## src/rtl/ecpri_pkg.sv

```systemverilog
`default_nettype none
// ============================================================================
//  Module      : ecpri_pkg
//  Description : Shared definitions for the eCPRI payload RAM arbiter:
//                arbiter state encoding, requester indices and the default
//                burst cap.
//  Revision    : 1.0 - initial release
// ============================================================================
package ecpri_pkg;

    // Arbiter state encoding
    typedef logic [1:0] state_t;
    localparam state_t c_ST_IDLE   = 2'd0;  // no owner
    localparam state_t c_ST_XFER   = 2'd1;  // one beat per cycle for the owner
    localparam state_t c_ST_SWITCH = 2'd2;  // idle cycle after a preemption

    // Requester indices (also used as the owner select bit)
    localparam logic c_REQ_RX = 1'b0;       // rx write path
    localparam logic c_REQ_TX = 1'b1;       // tx read path

    // Beats per grant before a waiting requester forces a switch
    localparam int unsigned c_MAX_BURST_DEF = 16;

endpackage : ecpri_pkg
`default_nettype wire

```

## src/rtl/ecpri_arb_ctx.sv

```systemverilog
`default_nettype none
// ============================================================================
//  Module      : ecpri_arb_ctx
//  Description : Transfer context of one requester: next RAM address,
//                bytes remaining and a "loaded" flag. Survives preemption,
//                is dropped on completion or abort.
//  Ports       : clk, rst       - clock, synchronous active-high reset
//                i_load         - capture i_start/i_len, set o_act
//                i_step         - one beat done: ptr+1 (wrapping), rem-1
//                i_clear        - forget the context
//                i_start, i_len - transfer start address / length in bytes
//                o_ptr, o_rem   - next address / bytes remaining
//                o_act          - context is loaded
//  Revision    : 1.0 - initial release
// ============================================================================
module ecpri_arb_ctx #(
    parameter int ADDR_WIDTH = 16,
    parameter int LEN_WIDTH  = 8
) (
    input  logic                  clk,
    input  logic                  rst,
    input  logic                  i_load,
    input  logic                  i_step,
    input  logic                  i_clear,
    input  logic [ADDR_WIDTH-1:0] i_start,
    input  logic [LEN_WIDTH-1:0]  i_len,
    output logic [ADDR_WIDTH-1:0] o_ptr,
    output logic [LEN_WIDTH-1:0]  o_rem,
    output logic                  o_act
);

    logic [ADDR_WIDTH-1:0] r_ptr;
    logic [LEN_WIDTH-1:0]  r_rem;
    logic                  r_act;

    // Clear wins over load wins over step. The arbiter only loads an
    // inactive context and only clears an active one, so those never meet.
    always_ff @(posedge clk) begin
        if (rst || i_clear) begin
            r_ptr <= '0;
            r_rem <= '0;
            r_act <= 1'b0;
        end else if (i_load) begin
            r_ptr <= i_start;
            r_rem <= i_len;
            r_act <= 1'b1;
        end else if (i_step) begin
            r_ptr <= r_ptr + 1'b1;   // wraps modulo 2^ADDR_WIDTH
            r_rem <= r_rem - 1'b1;
        end
    end

    assign o_ptr = r_ptr;
    assign o_rem = r_rem;
    assign o_act = r_act;

endmodule : ecpri_arb_ctx
`default_nettype wire

```

## src/rtl/ecpri_mem_arb.sv

```systemverilog
`default_nettype none
// ============================================================================
//  Module      : ecpri_mem_arb
//  Description : Round-robin sequencer sharing the single-port eCPRI payload
//                RAM between the rx write path (requester 0) and the tx read
//                path (requester 1). Bursts are capped at MAX_BURST beats
//                when the other side waits; a preempted transfer keeps its
//                context and resumes where it stopped.
//  Ports       : clk, reset                 - clock, sync active-high reset
//                req_0/start_0/len_0/wdata_0 - rx write request
//                wr_ack_0, gnt_0, done_0     - rx write handshake/status
//                req_1/start_1/len_1         - tx read request
//                rdata_1, rvalid_1, gnt_1, done_1 - tx read data/status
//                ram_addr/ram_wdata/ram_we/ram_oe/ram_rdata - RAM port
//                busy                        - arbiter not idle
//  Revision    : 1.0 - initial release
// ============================================================================
module ecpri_mem_arb
    import ecpri_pkg::*;
#(
    parameter int DATA_WIDTH = 8,
    parameter int ADDR_WIDTH = 16,
    parameter int LEN_WIDTH  = 8,
    parameter int MAX_BURST  = c_MAX_BURST_DEF
) (
    input  logic                  clk,
    input  logic                  reset,
    // requester 0: rx write path
    input  logic                  req_0,
    input  logic [ADDR_WIDTH-1:0] start_0,
    input  logic [LEN_WIDTH-1:0]  len_0,
    input  logic [DATA_WIDTH-1:0] wdata_0,
    output logic                  wr_ack_0,
    output logic                  gnt_0,
    output logic                  done_0,
    // requester 1: tx read path
    input  logic                  req_1,
    input  logic [ADDR_WIDTH-1:0] start_1,
    input  logic [LEN_WIDTH-1:0]  len_1,
    output logic [DATA_WIDTH-1:0] rdata_1,
    output logic                  rvalid_1,
    output logic                  gnt_1,
    output logic                  done_1,
    // payload RAM port
    output logic [ADDR_WIDTH-1:0] ram_addr,
    output logic [DATA_WIDTH-1:0] ram_wdata,
    output logic                  ram_we,
    output logic                  ram_oe,
    input  logic [DATA_WIDTH-1:0] ram_rdata,
    output logic                  busy
);

    localparam int                c_BEAT_W   = $clog2(MAX_BURST + 1);
    localparam logic [c_BEAT_W-1:0] c_BEAT_MAX = c_BEAT_W'(MAX_BURST);

    // ------------------------------------------------------------------
    // Registers and their next-state values
    // ------------------------------------------------------------------
    state_t                r_state,     w_state_nxt;
    logic [1:0]            r_gnt,       w_gnt_nxt;        // {gnt_1, gnt_0}
    logic                  r_last_gnt,  w_last_gnt_nxt;
    logic [c_BEAT_W-1:0]   r_beat,      w_beat_nxt;
    logic [ADDR_WIDTH-1:0] r_ram_addr,  w_ram_addr_nxt;
    logic [DATA_WIDTH-1:0] r_ram_wdata, w_ram_wdata_nxt;
    logic                  r_ram_we,    w_ram_we_nxt;
    logic                  r_ram_oe,    w_ram_oe_nxt;
    logic [1:0]            r_done,      w_done_nxt;       // {done_1, done_0}
    logic                  r_rvalid_1;

    // ------------------------------------------------------------------
    // Per-requester contexts
    // ------------------------------------------------------------------
    logic [1:0]            w_req;
    logic [ADDR_WIDTH-1:0] w_start [2];
    logic [LEN_WIDTH-1:0]  w_len   [2];
    logic [ADDR_WIDTH-1:0] w_ptr   [2];
    logic [LEN_WIDTH-1:0]  w_rem   [2];
    logic [1:0]            w_act;
    logic [1:0]            w_load;
    logic [1:0]            w_step;
    logic [1:0]            w_clr;

    assign w_req      = {req_1, req_0};
    assign w_start[0] = start_0;
    assign w_start[1] = start_1;
    assign w_len[0]   = len_0;
    assign w_len[1]   = len_1;

    for (genvar g = 0; g < 2; g++) begin : g_ctx
        ecpri_arb_ctx #(
            .ADDR_WIDTH (ADDR_WIDTH),
            .LEN_WIDTH  (LEN_WIDTH)
        ) u_ctx (
            .clk     (clk),
            .rst     (reset),
            .i_load  (w_load[g]),
            .i_step  (w_step[g]),
            .i_clear (w_clr[g]),
            .i_start (w_start[g]),
            .i_len   (w_len[g]),
            .o_ptr   (w_ptr[g]),
            .o_rem   (w_rem[g]),
            .o_act   (w_act[g])
        );
    end

    // Owner index is only meaningful in XFER, where exactly one gnt is set.
    logic w_own;
    logic w_pick;
    logic w_wr_ack_0;

    assign w_own = r_gnt[1];

    // ------------------------------------------------------------------
    // Next-state / output logic
    // ------------------------------------------------------------------
    always_comb begin
        w_state_nxt     = r_state;
        w_gnt_nxt       = r_gnt;
        w_last_gnt_nxt  = r_last_gnt;
        w_beat_nxt      = r_beat;
        w_ram_addr_nxt  = r_ram_addr;
        w_ram_wdata_nxt = r_ram_wdata;
        w_ram_we_nxt    = 1'b0;
        w_ram_oe_nxt    = 1'b0;
        w_done_nxt      = 2'b00;
        w_load          = 2'b00;
        w_step          = 2'b00;
        // A loaded context whose requester has let go is an abort: drop it
        // silently, whether it is currently granted or parked by preemption.
        w_clr           = w_act & ~w_req;
        w_wr_ack_0      = 1'b0;
        w_pick          = 1'b0;

        case (r_state)
            c_ST_IDLE, c_ST_SWITCH: begin
                w_state_nxt = c_ST_IDLE;
                if (w_req != 2'b00) begin
                    // Both asking: the one not served last wins.
                    w_pick = (w_req == 2'b11) ? ~r_last_gnt : w_req[1];
                    w_gnt_nxt         = 2'b00;
                    w_gnt_nxt[w_pick] = 1'b1;
                    w_last_gnt_nxt    = w_pick;
                    w_beat_nxt        = '0;
                    w_state_nxt       = c_ST_XFER;
                    // A resumed transfer keeps its pointer and remainder.
                    w_load[w_pick]    = ~w_act[w_pick];
                end
            end

            c_ST_XFER: begin
                if (!w_req[w_own]) begin
                    // abort: context cleared by the default above, no done
                    w_gnt_nxt   = 2'b00;
                    w_state_nxt = c_ST_IDLE;
                end else if (w_rem[w_own] == '0) begin
                    // completion (also covers a zero-length request)
                    w_gnt_nxt         = 2'b00;
                    w_state_nxt       = c_ST_IDLE;
                    w_clr[w_own]      = 1'b1;
                    w_done_nxt[w_own] = 1'b1;
                end else if ((r_beat == c_BEAT_MAX) && w_req[~w_own]) begin
                    // preemption: park the context and give the other side a turn
                    w_gnt_nxt   = 2'b00;
                    w_state_nxt = c_ST_SWITCH;
                end else begin
                    w_ram_addr_nxt = w_ptr[w_own];
                    w_step[w_own]  = 1'b1;
                    if (r_beat != c_BEAT_MAX) begin
                        w_beat_nxt = r_beat + 1'b1;
                    end
                    if (w_own == c_REQ_TX) begin
                        w_ram_oe_nxt = 1'b1;
                    end else begin
                        w_ram_we_nxt    = 1'b1;
                        w_ram_wdata_nxt = wdata_0;
                        w_wr_ack_0      = 1'b1;
                    end
                end
            end

            default: begin
                w_gnt_nxt   = 2'b00;
                w_state_nxt = c_ST_IDLE;
            end
        endcase
    end

    // ------------------------------------------------------------------
    // State and output registers
    // ------------------------------------------------------------------
    always_ff @(posedge clk) begin
        if (reset) begin
            r_state     <= c_ST_IDLE;
            r_gnt       <= 2'b00;
            r_last_gnt  <= c_REQ_TX;   // requester 0 wins the first tie
            r_beat      <= '0;
            r_ram_addr  <= '0;
            r_ram_wdata <= '0;
            r_ram_we    <= 1'b0;
            r_ram_oe    <= 1'b0;
            r_done      <= 2'b00;
            r_rvalid_1  <= 1'b0;
        end else begin
            r_state     <= w_state_nxt;
            r_gnt       <= w_gnt_nxt;
            r_last_gnt  <= w_last_gnt_nxt;
            r_beat      <= w_beat_nxt;
            r_ram_addr  <= w_ram_addr_nxt;
            r_ram_wdata <= w_ram_wdata_nxt;
            r_ram_we    <= w_ram_we_nxt;
            r_ram_oe    <= w_ram_oe_nxt;
            r_done      <= w_done_nxt;
            // RAM read latency is one cycle: data follows the strobe.
            r_rvalid_1  <= r_ram_oe;
        end
    end

    // ------------------------------------------------------------------
    // Outputs
    // ------------------------------------------------------------------
    assign wr_ack_0  = w_wr_ack_0 & ~reset;
    assign gnt_0     = r_gnt[0];
    assign gnt_1     = r_gnt[1];
    assign done_0    = r_done[0];
    assign done_1    = r_done[1];
    assign rdata_1   = ram_rdata;
    assign rvalid_1  = r_rvalid_1;
    assign ram_addr  = r_ram_addr;
    assign ram_wdata = r_ram_wdata;
    assign ram_we    = r_ram_we;
    assign ram_oe    = r_ram_oe;
    assign busy      = (r_state != c_ST_IDLE);

endmodule : ecpri_mem_arb
`default_nettype wire

```

## config.mk

```make
export PLATFORM = sky130hd
export DESIGN_NAME = ecpri_mem_arb
export DESIGN_NICKNAME = d
export VERILOG_FILES = /design/src/rtl/ecpri_pkg.sv /design/src/rtl/ecpri_arb_ctx.sv /design/src/rtl/ecpri_mem_arb.sv
export SDC_FILE = /design/constraint.sdc
export NUM_CORES = 1
export LEC_CHECK = 0
export ABC_CLOCK_PERIOD_IN_PS = 3800
export CAP_MARGIN = 30
export CORE_MARGIN = 2
export CORE_UTILIZATION = 54
export CTS_CLUSTER_DIAMETER = 100
export CTS_CLUSTER_SIZE = 30
export DETAILED_ROUTE_END_ITERATION = 12
export PLACE_DENSITY = 0.85
export SLEW_MARGIN = 40
export SYNTH_ARGS = -nofsm -noshare
export SYNTH_HDL_FRONTEND = slang
export SYNTH_SLANG_ARGS = --single-unit
export TNS_END_PERCENT = 20
```

## constraint.sdc

```tcl
create_clock -name clk -period 3.8 [get_ports clk]
set_input_delay 0.95 -clock clk [delete_from_list [all_inputs] [get_ports clk]]
set_output_delay 0.95 -clock clk [all_outputs]
set_load 0.05 [all_outputs]
```

# ---- Yosys cells after proc, flatten, opt, wreduce, memory -nomap -nowiden
# Cells that the tools add are included.
# Widths: inputs -> output; s select.
dict set report totals {
  ff_bits 89
  latch_bits 0
  ramBits 0
  rom_bits 0
  output_inout_bits 41
  wordCells 128
  n_memories 0
}
dict set report op_classes {
  n_addsub 5
  multipliers 0
  div 0
  magnitude_cmp 6
  n_eq_ne 11
  n_shift 0
  mux 56
  bitwise 14
  n_reduce_logical 20
}
# cell count
set op_table {}
lappend op_table {{$mux 16} 7}
lappend op_table {{$mux 8} 7}
lappend op_table {{$add 16x1->16 const B} 2}
lappend op_table {{$mux 2} 16}
lappend op_table {{$mux 5} 5}
lappend op_table {{$mux 1} 16}
lappend op_table {{$sub 8x1->8 const B} 2}
lappend op_table {{$ne 2x2->1 const B} 5}
lappend op_table {{$pmux 5 s2} 1}
lappend op_table {{$reduce_bool 2->1} 5}
lappend op_table {{$logic_not 8->1} 1}
lappend op_table {{$not 1->1} 8}
lappend op_table {{$pmux 2 s2} 2}
lappend op_table {{$lt 1x2->1 const B} 3}
lappend op_table {{$reduce_and 6->1} 1}
lappend op_table {{$add 5x1->5 const B} 1}
lappend op_table {{$eq 5x5->1 const B} 1}
lappend op_table {{$ne 5x5->1 const B} 1}
lappend op_table {{$reduce_and 5->1} 1}
lappend op_table {{$reduce_or 5->1} 1}
lappend op_table {{$and 2x2->2} 2}
lappend op_table {{$eq 2x2->1 const B} 2}
lappend op_table {{$ne 4x4->1 const B} 1}
lappend op_table {{$reduce_and 2->1} 2}
lappend op_table {{other kinds (14)} 19}

# ---- Depth between registers and ports, before layout
# Gate-level depths: netlist of run 1.
dict set report logic_depth {
  depth_word 10
  mapped_depth 9
  mapped_depth_nobuf 7
}

# ---- Hierarchy
# Synthesis of run 1 repeated with hierarchy kept, for this count alone.
dict set report unflattened {
  hier_cells 518
  area_unflattened_um2 4593.2
}
# module instances cells_per_inst area_each_um2
set modules_own_cells {}
lappend modules_own_cells {ecpri_arb_ctx 2 154 1300.0}
lappend modules_own_cells {ecpri_mem_arb 1 210 1993.2}

# ---- Worst setup path before layout of run 1
# Ideal clock, no wire load.
dict set report synth_timing {
  kind {input-to-output}
  from {input req_0}
  to {output wr_ack_0}
  t_arrival_ns 2.411
  required_time_ns 2.850
  setup_slack_ns 0.439
  path_stages 5
  path_cell_list {nand4bb_1 > a21oi_1 > nand2_1 > clkbuf_1 > nor2_1}
}
dict set report synth_between {
  elab_chain_len 8
}
# item line_no
set synth_lines {}
lappend synth_lines {{start, declared} ecpri_mem_arb.sv:29} ;# input logic req_0,
lappend synth_lines {{$mux 1 (implied by the code) (2 in series)} ecpri_mem_arb.sv:162} ;# end else if ((r_beat == c_BEAT_MAX) && w_req[~w_own]) begin
lappend synth_lines {{$logic_and 1x1->1} ecpri_mem_arb.sv:162}
lappend synth_lines {{$mux 1} ecpri_mem_arb.sv:162}
lappend synth_lines {{$mux 1} ecpri_mem_arb.sv:156} ;# end else if (w_rem[w_own] == '0) begin
lappend synth_lines {{$mux 1 *} ecpri_mem_arb.sv:152} ;# if (!w_req[w_own]) begin
lappend synth_lines {{$mux 1 *} -}
lappend synth_lines {{$and 1x1->1 *} ecpri_mem_arb.sv:222} ;# assign wr_ack_0 = w_wr_ack_0 & ~reset;
lappend synth_lines {{end, declared} ecpri_mem_arb.sv:33} ;# output logic wr_ack_0,
# Every way passes the cells marked *; elsewhere a longest branch is shown, timed or not. The select of a mux whose other input is x is not followed.

# ---- Final worst setup path of run 1
# Same ends and word-level chain as after synthesis.

==> results of run 1 <==
[flip-flops by register name (all words and copies together) (netlist names)]
signal	flops
ram_wdata	8
ram_addr	16
ram_oe	1
r_done	2
r_last_gnt	1
r_beat	5
r_state	2
g_ctx.u_ctx.o_act	2
ram_we	1
rvalid_1	1
g_ctx.u_ctx.o_rem	16
r_gnt	2
g_ctx.u_ctx.o_ptr	32
[metrics by stage]
stage               utilization  cells  area (µm²)  power, mW
global placement         0.6793    720        5638      1.831
floorplan                     -    551        4676      1.631
global route             0.7010    737        5818      2.565
finish                   0.7010    737        5818      2.448
CTS                      0.7001    736        5811      2.441
detailed placement       0.6793    720        5638      1.856
[synth_stat cells, drive strengths merged, types with 15 or more instances]
master / instances / area, µm²
nand3: 19 / 95.09
nor2: 66 / 250.2
nand4: 19 / 118.9
mux2i: 18 / 180.2
dfxtp: 89 / 1782
a211oi: 43 / 382.9
a21oi: 29 / 145.1
nand2: 41 / 153.9
xor2: 15 / 131.4
buf: 25 / 158.9
clkbuf: 20 / 75.07
o21ai: 30 / 150.1
inv: 16 / 60.06
[routing by layer]
| metal | vias to the layer above | track usage | share of wire |
|---|---|---|---|
| met1 | 2113 | 0.3494 | 0.43 |
| met3 | 27 | 0.06043 | 0.076 |
| met5 | - | 0 | 0 |
| met4 | 0 | 0.09209 | 0.021 |
| met2 | 209 | 0.4247 | 0.47 |
| li1 | 2185 | - | - |
[kinds of logic after synthesis]
kind of cell,count (synthesis),synth area share
simple gates,207,0.2296
compound gates,151,0.2349
flops,89,0.3811
buf+inv,61,0.06288
mux,19,0.04174
xor+xnor,18,0.03372
fa+ha+maj,6,0.01606
[where the power goes]
group	leakage [nW]	total [mW]	internal [mW]	switching (mW)
clock network	0.0801	0.597	0.243	0.354
logic	1.16	0.721	0.283	0.438
registers	0.728	1.13	1.02	0.106
[area by class of cell]
| type | count | area [µm²] |
|---|---|---|
| Timing Repair Buffer | 110 | 1061 |
| Clock inverter | 5 | 41.29 |
| Inverter | 16 | 60.06 |
| Fill cell | 676 | 2481 |
| Tap cell | 105 | 131.4 |
| Sequential cell | 89 | 1782 |
| Clock buffer | 11 | 131.4 |
| Multi-Input combinational cell | 401 | 2611 |
[worst max-delay path by stage]
stage | from | end | slack, ns
floorplan | req_0 | wr_ack_0 | 0.44
global placement | req_0 | wr_ack_0 | 0.49
detailed placement | req_0 | wr_ack_0 | 0.49
CTS | req_0 | wr_ack_0 | 0.46
global route | req_0 | wr_ack_0 | 0.31
finish | req_0 | wr_ack_0 | 0.45
[critical path: stages]
cell and delay (ns):
sky130_fd_sc_hd__clkdlybuf4s50_1 0.49, sky130_fd_sc_hd__nand4bb_1 0.14, sky130_fd_sc_hd__a21oi_1 0.26, sky130_fd_sc_hd__nand2_1 0.11
sky130_fd_sc_hd__nor2_1 0.26, sky130_fd_sc_hd__buf_12 0.18
==> Flow_metrics.wiki, run 1 <==
{| class="wikitable"
! Metric !! Value
|-
| Startpoint of the worst register-to-register path || r_gnt[1]$_SDFFE_PP0P_
|-
| Effective utilization at floorplan || 0.5634
|-
| Most common library cell in the layout ignoring fill and taps || sky130_fd_sc_hd__clkdlybuf4s50_1
|-
| Max-capacitance violation count || 0
|-
| Number of antenna repair diodes || 0
|-
| Global route total overflow || 0
|-
| Via count normalized by instance count || approximately 6.2
|-
| CTS tree || built
|-
| Number of H-tree levels || 3
|-
| Setup TNS || 0 ns
|-
| Setup repair after global routing missed its margin || no
|-
| Total clock buffers created by CTS || 9
|-
| Final-stage net count || about 700
|-
| Width of the die || approximately 97 µm
|-
| Max-Slew Margin vs Limit || 0.5063
|-
| Class of the tightest hold or removal check || flop to flop
|-
| Post-place setup slack || between 0.4 and 0.5 ns
|-
| Lkg Pwr || between 1.5 and 2 nW
|-
| Total die area || roughly 9400 µm²
|-
| Power per Cell Area || between 400 and 500 nW/µm²
|-
| Number of port buffers || just over 90
|-
| Final Hold Fails || 0
|-
| Worst reg2reg path depth || 7
|-
| Count of different cell masters after synthesis || 61
|-
| Transition time at the pin with the least slew margin || approximately 0.74 ns
|-
| Setup bufs post-CTS || 0
|-
| Run status || completed
|-
| Post-Synthesis Cells || between 500 and 600
|-
| EDFF count, synth || 0
|-
| Hold buffer count at CTS || 0
|-
| Clock slew at the register clock pins of the worst setup and hold paths || 0.09 ns
|-
| Die height || approximately 97 µm
|-
| Iter 0 DRT Violations || between 300 and 400
|-
| Root Buffer || sky130_fd_sc_hd__clkbuf_8
|-
| Total standard cell area after synthesis || 4676 µm²
|-
| Setup ws final || approximately 0.45 ns
|-
| Fmax || approximately 0.3 GHz
|-
| Total nets after synthesis || 625
|-
| Final critical-path share of the clock period || 0.8816
|-
| Minimum clock period || roughly 3.4 ns
|-
| Number of top-level pins || about 110
|-
| Max Clock Skew || between 0.009 and 0.01 ns
|-
| Synthesis-to-layout area growth || 24.43%
|-
| Via count || between 4000 and 5000
|-
| Final Slew Violations || 0
|-
| Share of cells above drive strength 1 || 0.09652
|-
| Reg-to-reg endpoint || r_gnt[1]$_SDFFE_PP0P_
|-
| Critical path data required time || roughly 2.9 ns
|-
| GPL Wtd Cong || slightly below 0.9
|-
| Data arrival time of the worst path || around 2.4 ns
|-
| # resized after CTS || 0
|-
| Core region area || 8299 µm²
|-
| CP startpoint kind || input pin
|-
| Insertion delay of the later-clocked pin in the worst-skew pair || ~0.36 ns
|-
| Sink Count || a little under 90
|-
| FF+latch count, synth || between 80 and 90
|-
| Number of buffers on the longest clock path || 2
|-
| Reg-to-reg slack, setup || around 1.3 ns
|-
| Number of cell rows || 33
|-
| Avg Inst Size Synth || 8.486 µm²
|-
| Worst Hold Slack || ~0.46 ns
|-
| End point of the worst hold path || ram_wdata[2]$_SDFFE_PP0P_
|-
| Setup Viol. Count Final || 0
|-
| Maximum number of pins on one net before global-route repair || 45
|-
| Mean routed wirelength per cell || 16.83 µm
|-
| Detailed Place HPWL || about 9 mm
|-
| Most frequently used flop master after synthesis || sky130_fd_sc_hd__dfxtp_1
|-
| Global-route wire length before repair || approximately 21 mm
|-
| Worst Hold Path Cells || 2
|-
| Nature of the critical path endpoint || output pin
|-
| Final WL || ~12 mm
|-
| Proportion of synthesized flip-flops having asynchronous set or reset || 0
|-
| Via count of the first global-routing pass || around 4300
|-
| DR pass1 iterations || 5
|-
| Post-route antenna net violation count || 0
|-
| Biggest fanout along the worst timing path || 2
|-
| Critical path type || input pin to output pin
|-
| Top library cells by usage in the layout, fill and taps aside || sky130_fd_sc_hd__clkdlybuf4s50_1, sky130_fd_sc_hd__dfxtp_1, sky130_fd_sc_hd__nor2_1, sky130_fd_sc_hd__nand2_1, sky130_fd_sc_hd__a211oi_1
|-
| Number of antenna violations at the first check in global routing || 0
|-
| Combined global-route utilization of all metal layers || 0.2639
|-
| Source of the worst hold timing path || ram_wdata[2]$_SDFFE_PP0P_
|-
| Worst ir drop on vdd || between 0.2 and 0.3 mV
|-
| Detailed-route DRC error count || 0
|-
| Post-synthesis sequential area ratio || 0.3811
|-
| Yosys warnings || 0
|}
Note: power is estimated with default switching activity, not from simulation.
==> run 2, diff against run 1 <==
SLEW_MARGIN = 10   (was 40)
==> Flow_metrics.wiki, run 2 (synthesis gave the netlist of run 1 again) <==
{| class="wikitable"
! Metric !! Value
|-
| Data arrival time of the worst path || 2.40 ns
|-
| Setup repair after global routing missed its margin || no
|-
| Top library cells by usage in the layout, fill and taps aside || sky130_fd_sc_hd__clkdlybuf4s50_1, sky130_fd_sc_hd__dfxtp_1, sky130_fd_sc_hd__nor2_1, sky130_fd_sc_hd__nand2_1, sky130_fd_sc_hd__a211oi_1
|-
| Source of the worst hold timing path || ram_wdata[2]$_SDFFE_PP0P_
|-
| Largest register FFs || 32
|-
| CTS tree || built
|-
| Number of buffers on the longest clock path || 2
|-
| # resized after CTS || 0
|-
| Reg-to-reg slack, setup || between 1 and 1.5 ns
|-
| GPL Wtd Cong || 0.8689
|-
| Minimum clock period || ~3.4 ns
|-
| Worst reg2reg path depth || 7
|-
| Iter 0 DRT Violations || 360
|-
| Max Clock Skew || 0.009893 ns
|-
| Clock slew at the register clock pins of the worst setup and hold paths || 0.09 ns
|-
| Biggest fanout along the worst timing path || 2
|-
| Startpoint of the worst register-to-register path || r_gnt[1]$_SDFFE_PP0P_
|-
| Global-route wire length before repair || between 20 and 25 mm
|-
| Max-Slew Margin vs Limit || 0.4694
|-
| Core region area || between 8000 and 9000 µm²
|-
| Final-stage net count || 700
|-
| Global route total overflow || 0
|-
| Final Hold Fails || 0
|-
| Post-route antenna net violation count || 0
|-
| Run status || completed
|-
| Sw Ratio || 0.3678
|-
| Combined global-route utilization of all metal layers || 0.2639
|-
| Buf+Inv Stages, Crit Path || 2
|-
| Maximum number of pins on one net before global-route repair || 45
|-
| Number of H-tree levels || 3
|-
| Number of top-level pins || between 100 and 150
|-
| Via count normalized by instance count || 6.128
|-
| Worst Hold Path Cells || 2
|-
| Critical path type || input pin to output pin
|-
| Final WL || about 12 mm
|-
| Total clock buffers created by CTS || 9
|-
| Net switching power of the design || 0.9008 mW
|-
| Critical Path, Cell by Cell || clkdlybuf4s50_1, nand4bb_1, a21oi_1, nand2_1, nor2_1, buf_12
|-
| Effective utilization at floorplan || 0.5634
|-
| Setup Viol. Count Final || 0
|-
| Via count || 4510
|-
| Sequential group share of total power || 0.462
|-
| Clock power share || 0.245
|-
| Total die area || roughly 9400 µm²
|-
| Worst Hold Slack || between 0.4 and 0.5 ns
|-
| Max-capacitance violation count || 0
|-
| Final Slew Violations || 0
|-
| Synthesis-to-layout area growth || 24.27%
|-
| Cell with the biggest individual delay on the critical path || sky130_fd_sc_hd__clkdlybuf4s50_1
|-
| Setup TNS || 0 ns
|-
| Combinational share of power || 0.293
|-
| Via count of the first global-routing pass || approximately 4300
|-
| Lkg Pwr || approximately 2.0 nW
|-
| Detailed-route DRC error count || 0
|-
| DR pass1 iterations || 5
|-
| Number of cell rows || 33
|-
| Reg-to-reg endpoint || r_gnt[1]$_SDFFE_PP0P_
|-
| End point of the worst hold path || ram_wdata[2]$_SDFFE_PP0P_
|-
| CP startpoint kind || input pin
|-
| Share of cells above drive strength 1 || 0.09509
|-
| Insertion delay of the later-clocked pin in the worst-skew pair || about 0.37 ns
|-
| Transition time at the pin with the least slew margin || 0.7932 ns
|-
| Critical path data required time || roughly 2.9 ns
|-
| Hold buffer count at CTS || 0
|-
| Number of antenna repair diodes || 0
|-
| Class of the tightest hold or removal check || flop to flop
|-
| Crit path max-delay family || buffers and inverters
|-
| Sink Count || 89
|-
| Worst ir drop on vdd || slightly below 0.3 mV
|-
| Final critical-path share of the clock period || 0.8823
|-
| Count of fill cells added during filler insertion || slightly below 700
|-
| Number of port buffers || 92
|-
| Fmax || 0.2983 GHz
|-
| Die height || roughly 97 µm
|-
| Root Buffer || sky130_fd_sc_hd__clkbuf_8
|-
| Power per Cell Area || about 420 nW/µm²
|-
| Mean routed wirelength per cell || 16.88 µm
|-
| Detailed Place HPWL || 8.958 mm
|-
| Internal power || between 1.5 and 2 mW
|-
| Number of antenna violations at the first check in global routing || 0
|-
| Setup bufs post-CTS || 0
|-
| Most common library cell in the layout ignoring fill and taps || sky130_fd_sc_hd__clkdlybuf4s50_1
|-
| Worst path max stage delay || 0.49 ns
|-
| Nature of the critical path endpoint || output pin
|-
| Width of the die || about 97 µm
|}
run 2: power groups by stage:
stage / combinational [mW] / clock, mW / sequential, mW
final: 0.718 / 0.600 / 1.13
after global routing: 0.782 / 0.640 / 1.14
after global placement: 0.691 / 0 / 1.14
after floorplan: 0.427 / 0 / 1.20
after detailed placement: 0.710 / 0 / 1.15
after CTS: 0.713 / 0.602 / 1.13
run 2: worst max path at each step:
stage	start	cells after the start	to	slack, ns
after floorplan	req_0	5	wr_ack_0	0.44
after global placement	req_0	6	wr_ack_0	0.49
after detailed placement	req_0	6	wr_ack_0	0.49
after CTS	req_0	6	wr_ack_0	0.46
after global routing	req_0	6	wr_ack_0	0.31
final	req_0	6	wr_ack_0	0.45
run 2: through the flow:
step,instance area (µm²),util,power [mW],setup slack [ns],std cells
3_5_place_dp,5638,0.6793,1.856,0.4906,720
2_1_floorplan,4676,-,1.631,0.4385,551
3_3_place_gp,5638,0.6793,1.831,0.4927,720
4_1_cts,5811,0.7001,2.441,0.4596,736
5_1_grt,5811,0.7001,2.563,0.3146,736
6_report,5811,0.7001,2.449,0.4473,736
run 2: cell type report:
cell class	count	area, µm²	share of cell area
well taps	105	131.4	0.02261
inverters	16	60.06	0.01034
multi-input cells	401	2611	0.4494
flip-flops and latches	89	1782	0.3066
clock buffers	11	131.4	0.02261
clock inverters	5	41.29	0.007106
repair buffers	109	1054	0.1813
run 2: tightest hold or removal path: stages, from the launching register on:
cell and delay [ns]:
sky130_fd_sc_hd__dfxtp_1 0.32, sky130_fd_sc_hd__nand2_1 0.05, sky130_fd_sc_hd__a21oi_1 0.05
run 2: routing by layer:
| metal | vias to the layer above | global-route usage | wire, µm |
|---|---|---|---|
| li1 | 2185 | - | - |
| met1 | 2102 | 0.3494 | 5390 |
| met2 | 193 | 0.4247 | 5824 |
| met3 | 30 | 0.06043 | 901 |
| met4 | 0 | 0.09209 | 306 |
| met5 | - | 0 | 0 |
